**src/rtl/rvc_asap_pkg.sv**
```systemverilog
// Shared types for the rvc_asap memory-side blocks: arbiter state encoding
// and requester indices (M0 = core LSU, M1 = DMA loader).
package rvc_asap_pkg;

  typedef enum logic [1:0] {
    ST_IDLE   = 2'd0,
    ST_OWN_M0 = 2'd1,
    ST_OWN_M1 = 2'd2
  } t_arb_state;

  localparam logic ARB_M0 = 1'b0;
  localparam logic ARB_M1 = 1'b1;

  function automatic t_arb_state own_state_of(input logic idx);
    return idx ? ST_OWN_M1 : ST_OWN_M0;
  endfunction

endpackage

```
**src/rtl/rvc_asap_5pl_arb_sel.sv**
```systemverilog
// Pure grant selection for the two-master memory arbiter, plus next-state terms.
// RVC_ARB_ROUND_ROBIN_EN selects round-robin instead of fixed M0 priority in IDLE.
module rvc_asap_5pl_arb_sel
  import rvc_asap_pkg::*;
#(
  parameter int MAX_BURST = 8,
  parameter int CNT_W     = 3
) (
  input  t_arb_state       i_state,
  input  logic             i_last_gnt,
  input  logic [1:0]       i_req,
  input  logic [1:0]       i_lock,
  input  logic [CNT_W-1:0] i_burst_cnt,
  output logic [1:0]       o_gnt,
  output t_arb_state       o_nxt_state,
  output logic [CNT_W-1:0] o_nxt_cnt,
  output logic             o_nxt_last
);

  localparam logic [CNT_W-1:0] CNT_LIMIT = CNT_W'(MAX_BURST - 1);

  logic w_at_limit;
  logic w_any;
  logic w_win;
  logic w_idle_pick;

  assign w_at_limit = (i_burst_cnt == CNT_LIMIT);
  assign w_any      = |i_req;

`ifdef RVC_ARB_ROUND_ROBIN_EN
  assign w_idle_pick = ~i_last_gnt;
`else
  assign w_idle_pick = ARB_M0;
`endif

  // The owner keeps priority unless its burst is exhausted and the other side waits.
  always_comb begin
    w_win = ARB_M0;
    case (i_state)
      ST_OWN_M0: w_win = (i_req[0] && !(w_at_limit && i_req[1])) ? ARB_M0 : ARB_M1;
      ST_OWN_M1: w_win = (i_req[1] && !(w_at_limit && i_req[0])) ? ARB_M1 : ARB_M0;
      default:   w_win = (&i_req) ? w_idle_pick : (i_req[1] ? ARB_M1 : ARB_M0);
    endcase
  end

  assign o_gnt      = w_any ? (w_win ? 2'b10 : 2'b01) : 2'b00;
  assign o_nxt_last = w_any ? w_win : i_last_gnt;

  always_comb begin
    o_nxt_state = ST_IDLE;
    o_nxt_cnt   = '0;
    if (w_any && i_lock[w_win]) begin
      o_nxt_state = own_state_of(w_win);
      if ((i_state == own_state_of(w_win)) && !w_at_limit)
        o_nxt_cnt = i_burst_cnt + 1'b1;
    end
  end

endmodule

```
**src/rtl/rvc_asap_5pl_mem_arb.sv**
```systemverilog
// Two-master (core LSU / DMA loader) single-port memory arbiter with burst locking.
// Define RVC_ARB_ROUND_ROBIN_EN for round-robin IDLE contention; default is fixed M0 priority.
module rvc_asap_5pl_mem_arb
  import rvc_asap_pkg::*;
#(
  parameter int ADDR_W    = 32,
  parameter int DATA_W    = 32,
  parameter int MAX_BURST = 8
) (
  input  logic                Clock,
  input  logic                Rst_N,
  input  logic                M0Req,
  input  logic                M1Req,
  input  logic                M0Lock,
  input  logic                M1Lock,
  input  logic [ADDR_W-1:0]   M0Addr,
  input  logic [ADDR_W-1:0]   M1Addr,
  input  logic                M0WrEn,
  input  logic                M1WrEn,
  input  logic [DATA_W/8-1:0] M0ByteEn,
  input  logic [DATA_W/8-1:0] M1ByteEn,
  input  logic [DATA_W-1:0]   M0WrData,
  input  logic [DATA_W-1:0]   M1WrData,
  output logic                M0Gnt,
  output logic                M1Gnt,
  output logic                M0RdValid,
  output logic                M1RdValid,
  output logic [DATA_W-1:0]   M0RdData,
  output logic [DATA_W-1:0]   M1RdData,
  output logic                MemEn,
  output logic                MemWrEn,
  output logic [ADDR_W-1:0]   MemAddr,
  output logic [DATA_W/8-1:0] MemByteEn,
  output logic [DATA_W-1:0]   MemWrData,
  input  logic [DATA_W-1:0]   MemRdData
);

  localparam int CNT_W = (MAX_BURST > 1) ? $clog2(MAX_BURST) : 1;

  t_arb_state       r_state;
  logic [CNT_W-1:0] r_burst_cnt;
  logic             r_last_gnt;
  logic [1:0]       r_rd_vld;

  logic [1:0]       w_sel_gnt;
  logic [1:0]       w_gnt;
  logic             w_any_gnt;
  logic [1:0]       w_rd_issue;
  t_arb_state       w_nxt_state;
  logic [CNT_W-1:0] w_nxt_cnt;
  logic             w_nxt_last;

  rvc_asap_5pl_arb_sel #(
    .MAX_BURST (MAX_BURST),
    .CNT_W     (CNT_W)
  ) u_sel (
    .i_state     (r_state),
    .i_last_gnt  (r_last_gnt),
    .i_req       ({M1Req, M0Req}),
    .i_lock      ({M1Lock, M0Lock}),
    .i_burst_cnt (r_burst_cnt),
    .o_gnt       (w_sel_gnt),
    .o_nxt_state (w_nxt_state),
    .o_nxt_cnt   (w_nxt_cnt),
    .o_nxt_last  (w_nxt_last)
  );

  // Grants are combinational, so they must be forced low while reset is held.
  assign w_gnt     = w_sel_gnt & {2{Rst_N}};
  assign w_any_gnt = |w_gnt;
  assign M0Gnt     = w_gnt[0];
  assign M1Gnt     = w_gnt[1];

  assign MemEn     = w_any_gnt;
  assign MemWrEn   = w_any_gnt & (w_gnt[1] ? M1WrEn : M0WrEn);
  assign MemAddr   = w_any_gnt ? (w_gnt[1] ? M1Addr   : M0Addr)   : '0;
  assign MemByteEn = w_any_gnt ? (w_gnt[1] ? M1ByteEn : M0ByteEn) : '0;
  assign MemWrData = w_any_gnt ? (w_gnt[1] ? M1WrData : M0WrData) : '0;

  assign w_rd_issue = w_gnt & ~{M1WrEn, M0WrEn};

  always_ff @(posedge Clock or negedge Rst_N) begin
    if (!Rst_N) begin
      r_state     <= ST_IDLE;
      r_burst_cnt <= '0;
      r_last_gnt  <= ARB_M1;
      r_rd_vld    <= '0;
    end else begin
      r_state     <= w_nxt_state;
      r_burst_cnt <= w_nxt_cnt;
      r_last_gnt  <= w_nxt_last;
      r_rd_vld    <= w_rd_issue;
    end
  end

  // Memory returns read data one cycle after the strobe; steer it to the issuer.
  assign M0RdValid = r_rd_vld[0];
  assign M1RdValid = r_rd_vld[1];
  assign M0RdData  = r_rd_vld[0] ? MemRdData : '0;
  assign M1RdData  = r_rd_vld[1] ? MemRdData : '0;

endmodule

```
**config.mk**
```make
export PLATFORM = sky130hd
export DESIGN_NAME = rvc_asap_5pl_mem_arb
export DESIGN_NICKNAME = d
export VERILOG_FILES = /design/src/rtl/rvc_asap_pkg.sv /design/src/rtl/rvc_asap_5pl_arb_sel.sv /design/src/rtl/rvc_asap_5pl_mem_arb.sv
export SDC_FILE = /design/constraint.sdc
export NUM_CORES = 1
export LEC_CHECK = 0
export CAP_MARGIN = 20
export CORE_AREA = 2 2 123 125
export CTS_CLUSTER_DIAMETER = 120
export CTS_CLUSTER_SIZE = 40
export DETAILED_ROUTE_END_ITERATION = 6
export DIE_AREA = 0 0 125 127
export PLACE_DENSITY = 0.54
export SLEW_MARGIN = 20
export SYNTH_ARGS = -nofsm -noshare
export SYNTH_HDL_FRONTEND = slang
export SYNTH_HIERARCHICAL = 1
export SYNTH_SLANG_ARGS = --single-unit
```
**constraint.sdc**
```tcl
create_clock -name Clock -period 2.1 [get_ports Clock]
set_input_delay 0.21 -clock Clock [delete_from_list [all_inputs] [get_ports Clock]]
set_output_delay 0.21 -clock Clock [all_outputs]
set_load 0.005 [all_outputs]
```
# [Yosys cells after proc, flatten, opt, wreduce, memory -nomap -nowiden]
# Index checks and enable logic that the tools add are counted.
# W data, S select, Z words.
[classes] addsub=1 n_mul=0 n_div=0 magnitude_cmp=1 eq_ne=4 shifts=0 muxes=21 bitwise=4 n_reduce_logical=12
[op_table] cell="$mux W32" count=6
[op_table] cell="$mux W4" count=2
[op_table] cell="$mux W1" count=7
[op_table] cell="$logic_and A1 B1 Y1" count=6
[op_table] cell="$mux W2" count=3
[op_table] cell="$mux W3" count=2
[op_table] cell="$and A2 B2 Y2" count=2
[op_table] cell="$reduce_or A2 Y1" count=2
[op_table] cell="$add A3 B1 Y3 const B" count=1
[op_table] cell="$eq A3 B3 Y1 const B" count=1
[op_table] cell="$logic_not A1 Y1" count=3
[op_table] cell="$eq A2 B1 Y1 const B" count=1
[op_table] cell="$eq A2 B2 Y1" count=1
[op_table] cell="$eq A2 B2 Y1 const B" count=1
[op_table] cell="$lt A1 B2 Y1 const B" count=1
[op_table] cell="$not A2 Y2" count=1
[op_table] cell="$pmux W1 S2" count=1
[op_table] cell="$reduce_and A2 Y1" count=1
[op_table] cell="$and A1 B1 Y1" count=1
[word_totals] register_bits=7 latchBits=0 mem_bits_rw=0 romBits=0 input_bits=176 output_inout_bits=138 n_memories=0

# [Logic depth before layout (Yosys ltp)]
[logic_depth] word_depth=11 ltp_mapped=10

# [Modules after synthesis]
# Netlist, hierarchy kept.
[by_module_without_submodules] module="rvc_asap_5pl_mem_arb" instances=1 cells_each=176 area_each_um2=1574.0 seq_area_each_um2=201.4
[by_module_without_submodules] module="rvc_asap_5pl_arb_sel" instances=1 cells_each=31 area_each_um2=206.4 seq_area_each_um2=0.0

# [Worst setup path after synthesis]
# No wires, ideal clock.
[synth_timing] path_kind="flip-flop to output port" start="register r_burst_cnt[0]" end="output MemWrData[21]" t_arrival_ps=1920 required_ps=1890 slack_ps=-30 stages_incl_launch_ff=11 path_buffers=2 cell_sequence="dfrtp_1 ha_1 ha_1 o21ai_1 and3_1 nor2_1 nor2_1 inv_2 buf_2 buf_6 a32o_1"
[synth_via] elab_chain_cells=11 word_cells_on_any_way=16 classes_between="1 x eq/ne; 7 x mux; 1 x bitwise; 7 x reduce/logical"
[synth_lines] element="start, declared" line_no="rvc_asap_5pl_mem_arb.sv:41" source="logic [CNT_W-1:0] r_burst_cnt;"
[synth_lines] element="start signal, assigned" line_no="rvc_asap_5pl_mem_arb.sv:90" source="r_burst_cnt <= w_nxt_cnt;"
[synth_lines] element="$eq A3 B3 Y1 *" line_no="rvc_asap_5pl_arb_sel.sv:27" source="assign w_at_limit = (i_burst_cnt == CNT_LIMIT);"
[synth_lines] element="$logic_and A1 B1 Y1 (on tied branches)" line_no="rvc_asap_5pl_arb_sel.sv:41, rvc_asap_5pl_arb_sel.sv:40"
[synth_lines] element="$logic_not A1 Y1 (on tied branches)" line_no="rvc_asap_5pl_arb_sel.sv:41, rvc_asap_5pl_arb_sel.sv:40"
[synth_lines] element="$logic_and A1 B1 Y1 (on tied branches)" line_no="rvc_asap_5pl_arb_sel.sv:41, rvc_asap_5pl_arb_sel.sv:40"
[synth_lines] element="$mux W1 (on tied branches)" line_no="rvc_asap_5pl_arb_sel.sv:41, rvc_asap_5pl_arb_sel.sv:40"
[synth_lines] element="$pmux W1 S2 *" line_no="rvc_asap_5pl_arb_sel.sv:39" source="case (i_state)"
[synth_lines] element="$mux W2 * (2 in a row)" line_no="rvc_asap_5pl_arb_sel.sv:46" source="assign o_gnt = w_any ? (w_win ? 2'b10 : 2'b01) : 2'b00;"
[synth_lines] element="named net w_sel_gnt[1]" line_no="rvc_asap_5pl_mem_arb.sv:45" source="logic [1:0] w_sel_gnt;"
[synth_lines] element="$and A2 B2 Y2 *" line_no="rvc_asap_5pl_mem_arb.sv:69" source="assign w_gnt = w_sel_gnt & {2{Rst_N}};"
[synth_lines] element="$mux W32 or $reduce_or A2 Y1 (tied branches)" line_no="rvc_asap_5pl_mem_arb.sv:78, rvc_asap_5pl_mem_arb.sv:70"
[synth_lines] element="$mux W32 *" line_no="rvc_asap_5pl_mem_arb.sv:78" source="assign MemWrData = w_any_gnt ? (w_gnt[1] ? M1WrData : M0WrData) : '0;"
[synth_lines] element="end, declared" line_no="rvc_asap_5pl_mem_arb.sv:34" source="output logic [DATA_W-1:0] MemWrData,"
# The timed path passes the listed nets; every way through them passes the cells marked *.

# [Worst setup path after layout]
[layout_timing] start="register r_state[1]" end="output MemWrData[1]"
[layout_via] elab_chain_cells=7 word_cells_on_any_way=9 classes_between="2 x eq/ne; 5 x mux; 1 x bitwise; 1 x reduce/logical"
[layout_lines] element="start, declared" line_no="rvc_asap_5pl_mem_arb.sv:40" source="t_arb_state r_state;"
[layout_lines] element="start signal, assigned" line_no="rvc_asap_5pl_mem_arb.sv:89" source="r_state <= w_nxt_state;"
[layout_lines] element="$eq A2 B2 Y1 or $eq A2 B1 Y1 (tied branches)" line_no="rvc_asap_5pl_arb_sel.sv:39"
[layout_lines] element="$pmux W1 S2 *" line_no="rvc_asap_5pl_arb_sel.sv:39"
[layout_lines] element="$mux W2 * (2 in a row)" line_no="rvc_asap_5pl_arb_sel.sv:46"
[layout_lines] element="named net w_sel_gnt[0]" line_no="rvc_asap_5pl_mem_arb.sv:45"
[layout_lines] element="$and A2 B2 Y2 *" line_no="rvc_asap_5pl_mem_arb.sv:69"
[layout_lines] element="$reduce_or A2 Y1 *" line_no="rvc_asap_5pl_mem_arb.sv:70" source="assign w_any_gnt = |w_gnt;"
[layout_lines] element="$mux W32 *" line_no="rvc_asap_5pl_mem_arb.sv:78"
# Marks and branches as above.

==> impl_metrics.py <==
metrics = {
    "final_layout": {
        "drive_above_1_share_pct": 31.22,
        "diodes": 0,
        "fin_util_pct": 39.41,
        "layout.nets": 748,
        "stdcell_count": 751,
        "syn2layout_area_growth_pct": 226.1,
    },
    "timing": {
        "slew-limit-headroom_pct": 69.45,
        "fmax_mhz": 369.1,
        "hold_violations": 0,
        "maxSlewViolCount": 0,
        "worst_slew_pin_slew_ns": 0.4535,
        "clock_skew_ns": 0.006968,
        "finalWorstSetupSlack_ns": -0.6093,
        "period_minus_slack_ns": 2.709,
        "setup-violations-final": 74,
        "post-route-period-util_pct": 129.0,
        "rsz0062_at_grt": "true",
    },
    "setup_path": {
        "start_kind": "flop",
        "arrival_ns": 2.50,
        "worstSetupEndpointType": "output port",
        "criticalPathCategory": "reg2out",
        "critPathMaxFanout": 6,
        "required_ns": 1.89,
    },
    "die": {
        "die_w_um": 125,
        "rows": 44,
        "core_sq_um": 14420,
        "start_util_pct": 12.08,
        "die_y_um": 127,
        "ioPinCount": 314,
        "dieArea_sq_um": 15880,
    },
    "logic_synthesis": {
        "netlist_area_sq_um": 1743,
        "synthesis.nets": 385,
        "avgSynthCellArea_sq_um": 8.502,
        "synth_cells": 205,
        "synth_warnings": 6,
    },
    "clock_tree": {
        "clock_path_buffers": 2,
        "clkLatencyLatePin_ns": 0.23,
        "htree_levels": 1,
        "cts_tree": "done",
        "numCtsBuffers": 3,
        "root_buffer": "clkbuf_16",
        "clock-sinks": 7,
        "path_clk_slew_ns": 0.04,
        "cts-hold-fix-buffers": 0,
    },
    "global_routing": {
        "grt_max_degree": 34,
        "globalRouteTotalUtil_pct": 16.88,
        "antenna_found_initial": 0,
        "gr-total-overflow": 0,
        "grt_pass1_vias": 3601,
        "grt_first_pass_wirelength_mm": 21.21,
    },
    "detailed_routing": {
        "wl_per_cell_um": 19.74,
        "ant_nets": 0,
        "firstDrtPassIters": 4,
        "vias": 3357,
        "post-route-drc-count": 0,
        "wl_mm": 14.82,
        "viasPerCell": 4.470,
        "drt_iter0_drc": 110,
    },
    "worst_hold_path": {
        "hold_path.class": "in2async",
    },
    "power_and_ir_drop": {
        "ir_worst_vdd_uv": 198.2,
        "power_leakage_nw": 2.404,
        "p_per_area_nw_per_um2": 318.0,
    },
    "outcome": {
        "status": "complete, but fails checks",
        "violations": "negative setup slack",
    },
    "flow_run": {
        "cap_violations": 0,
    },
    "placement": {
        "place_congestion": 0.9035,
        "portBuffers": 313,
        "placed_cells": 694,
        "post-dp-hpwl_mm": 11.17,
    },
}
routing by layer:
layer  share of wire [%]  up-vias  GRT usage [%]  wire length [um]
met4                 1.3        0          2.941               195
met5                   0        -              0                 0
met3                 8.2       14          3.853              1212
met2                  53      244          33.34              7874
met1                  37     1550          18.52              5541
li1                    -     1549              -                 -
layout make-up:
cell class	instances	area, sq um
multi-input combinational	165	1411
timing repair buffer	387	3765
tap	184	230.2
sequential	7	175.2
fill	1469	8740
inverter	4	22.52
clock buffer	3	75.07
clock inverter	1	5.005
critical path: stages, from the launching register on:
cell and delay, ns:
dfrtp_1 0.43, inv_2 0.10, ha_2 0.19, inv_1 0.08
o311a_4 0.37, nand2_4 0.09, nor2_4 0.04, and2_4 0.19
buf_12 0.15, buf_12 0.13, buf_6 0.11, a32o_1 0.25
buf_2 0.13
state kept, by name, summed over array words and instances (netlist names):
signal       cells
r_burst_cnt      3
r_rd_vld         2
r_state          2
report_power, final:
part	total [mW]	internal (mW)	switching, mW
logic	1.34	0.865	0.471
registers	0.146	0.142	0.00453
clock network	0.325	0.250	0.0753
timing repair:
| item | CTS | global route |
|---|---|---|
| endpoints found under the setup margin | 72 | 75 |
| pin swaps | 32 | 13 |
| buffers inserted | 34 | 11 |
| gates cloned | 10 | 1 |
| resized for setup | 368 | 17 |
through the flow:
| step | hold WS, ns | setup slack (ns) | area (sq um) | TNS (ns) | total power, mW |
|---|---|---|---|---|---|
| 2_1_floorplan | -0.08559 | 0.01317 | 1748 | 0 | 0.5089 |
| 3_3_place_gp | 0.4186 | -0.6925 | 5089 | -44.62 | 1.283 |
| 3_5_place_dp | 0.4303 | -0.7327 | 5089 | -47.66 | 1.286 |
| 4_1_cts | 0.4053 | -0.5696 | 5570 | -35.78 | 1.791 |
| 5_1_grt | 0.4329 | -0.6371 | 5684 | -41.84 | 1.906 |
| 6_report | 0.4165 | -0.6093 | 5684 | -38.69 | 1.808 |
placed cells by master (no fill, tap or decap), drive strengths merged, types with 2 or more instances in the layout:
cell type / instances
a21boi: 2
a32o: 69
and2: 66
buf: 145
clkbuf: 4
clkdlybuf4s50: 241
dfrtp: 7
ha: 4
inv: 4
nand3: 2
nor2: 6
nor2b: 2
nor4: 2
o21ai: 4
final timing paths:
kind                                     startpoint                  endpoint  slack, ns  cells past startpoint
max                            r_state[1]$_DFF_PN0_              MemWrData[1]      -0.61                     12
min                                           Rst_N      r_state[0]$_DFF_PN0_       0.42                      2
max reg2reg                    r_state[1]$_DFF_PN0_      r_state[0]$_DFF_PN0_      -0.58                     17
min reg2reg                r_burst_cnt[0]$_DFF_PN0_  r_burst_cnt[0]$_DFF_PN0_       0.52                      2
max in group asynchronous                     Rst_N     r_rd_vld[0]$_DFF_PN0_       1.55                      2
min in group Clock         r_burst_cnt[0]$_DFF_PN0_  r_burst_cnt[0]$_DFF_PN0_       0.52                      2
(Power assumes the default switching activity.)
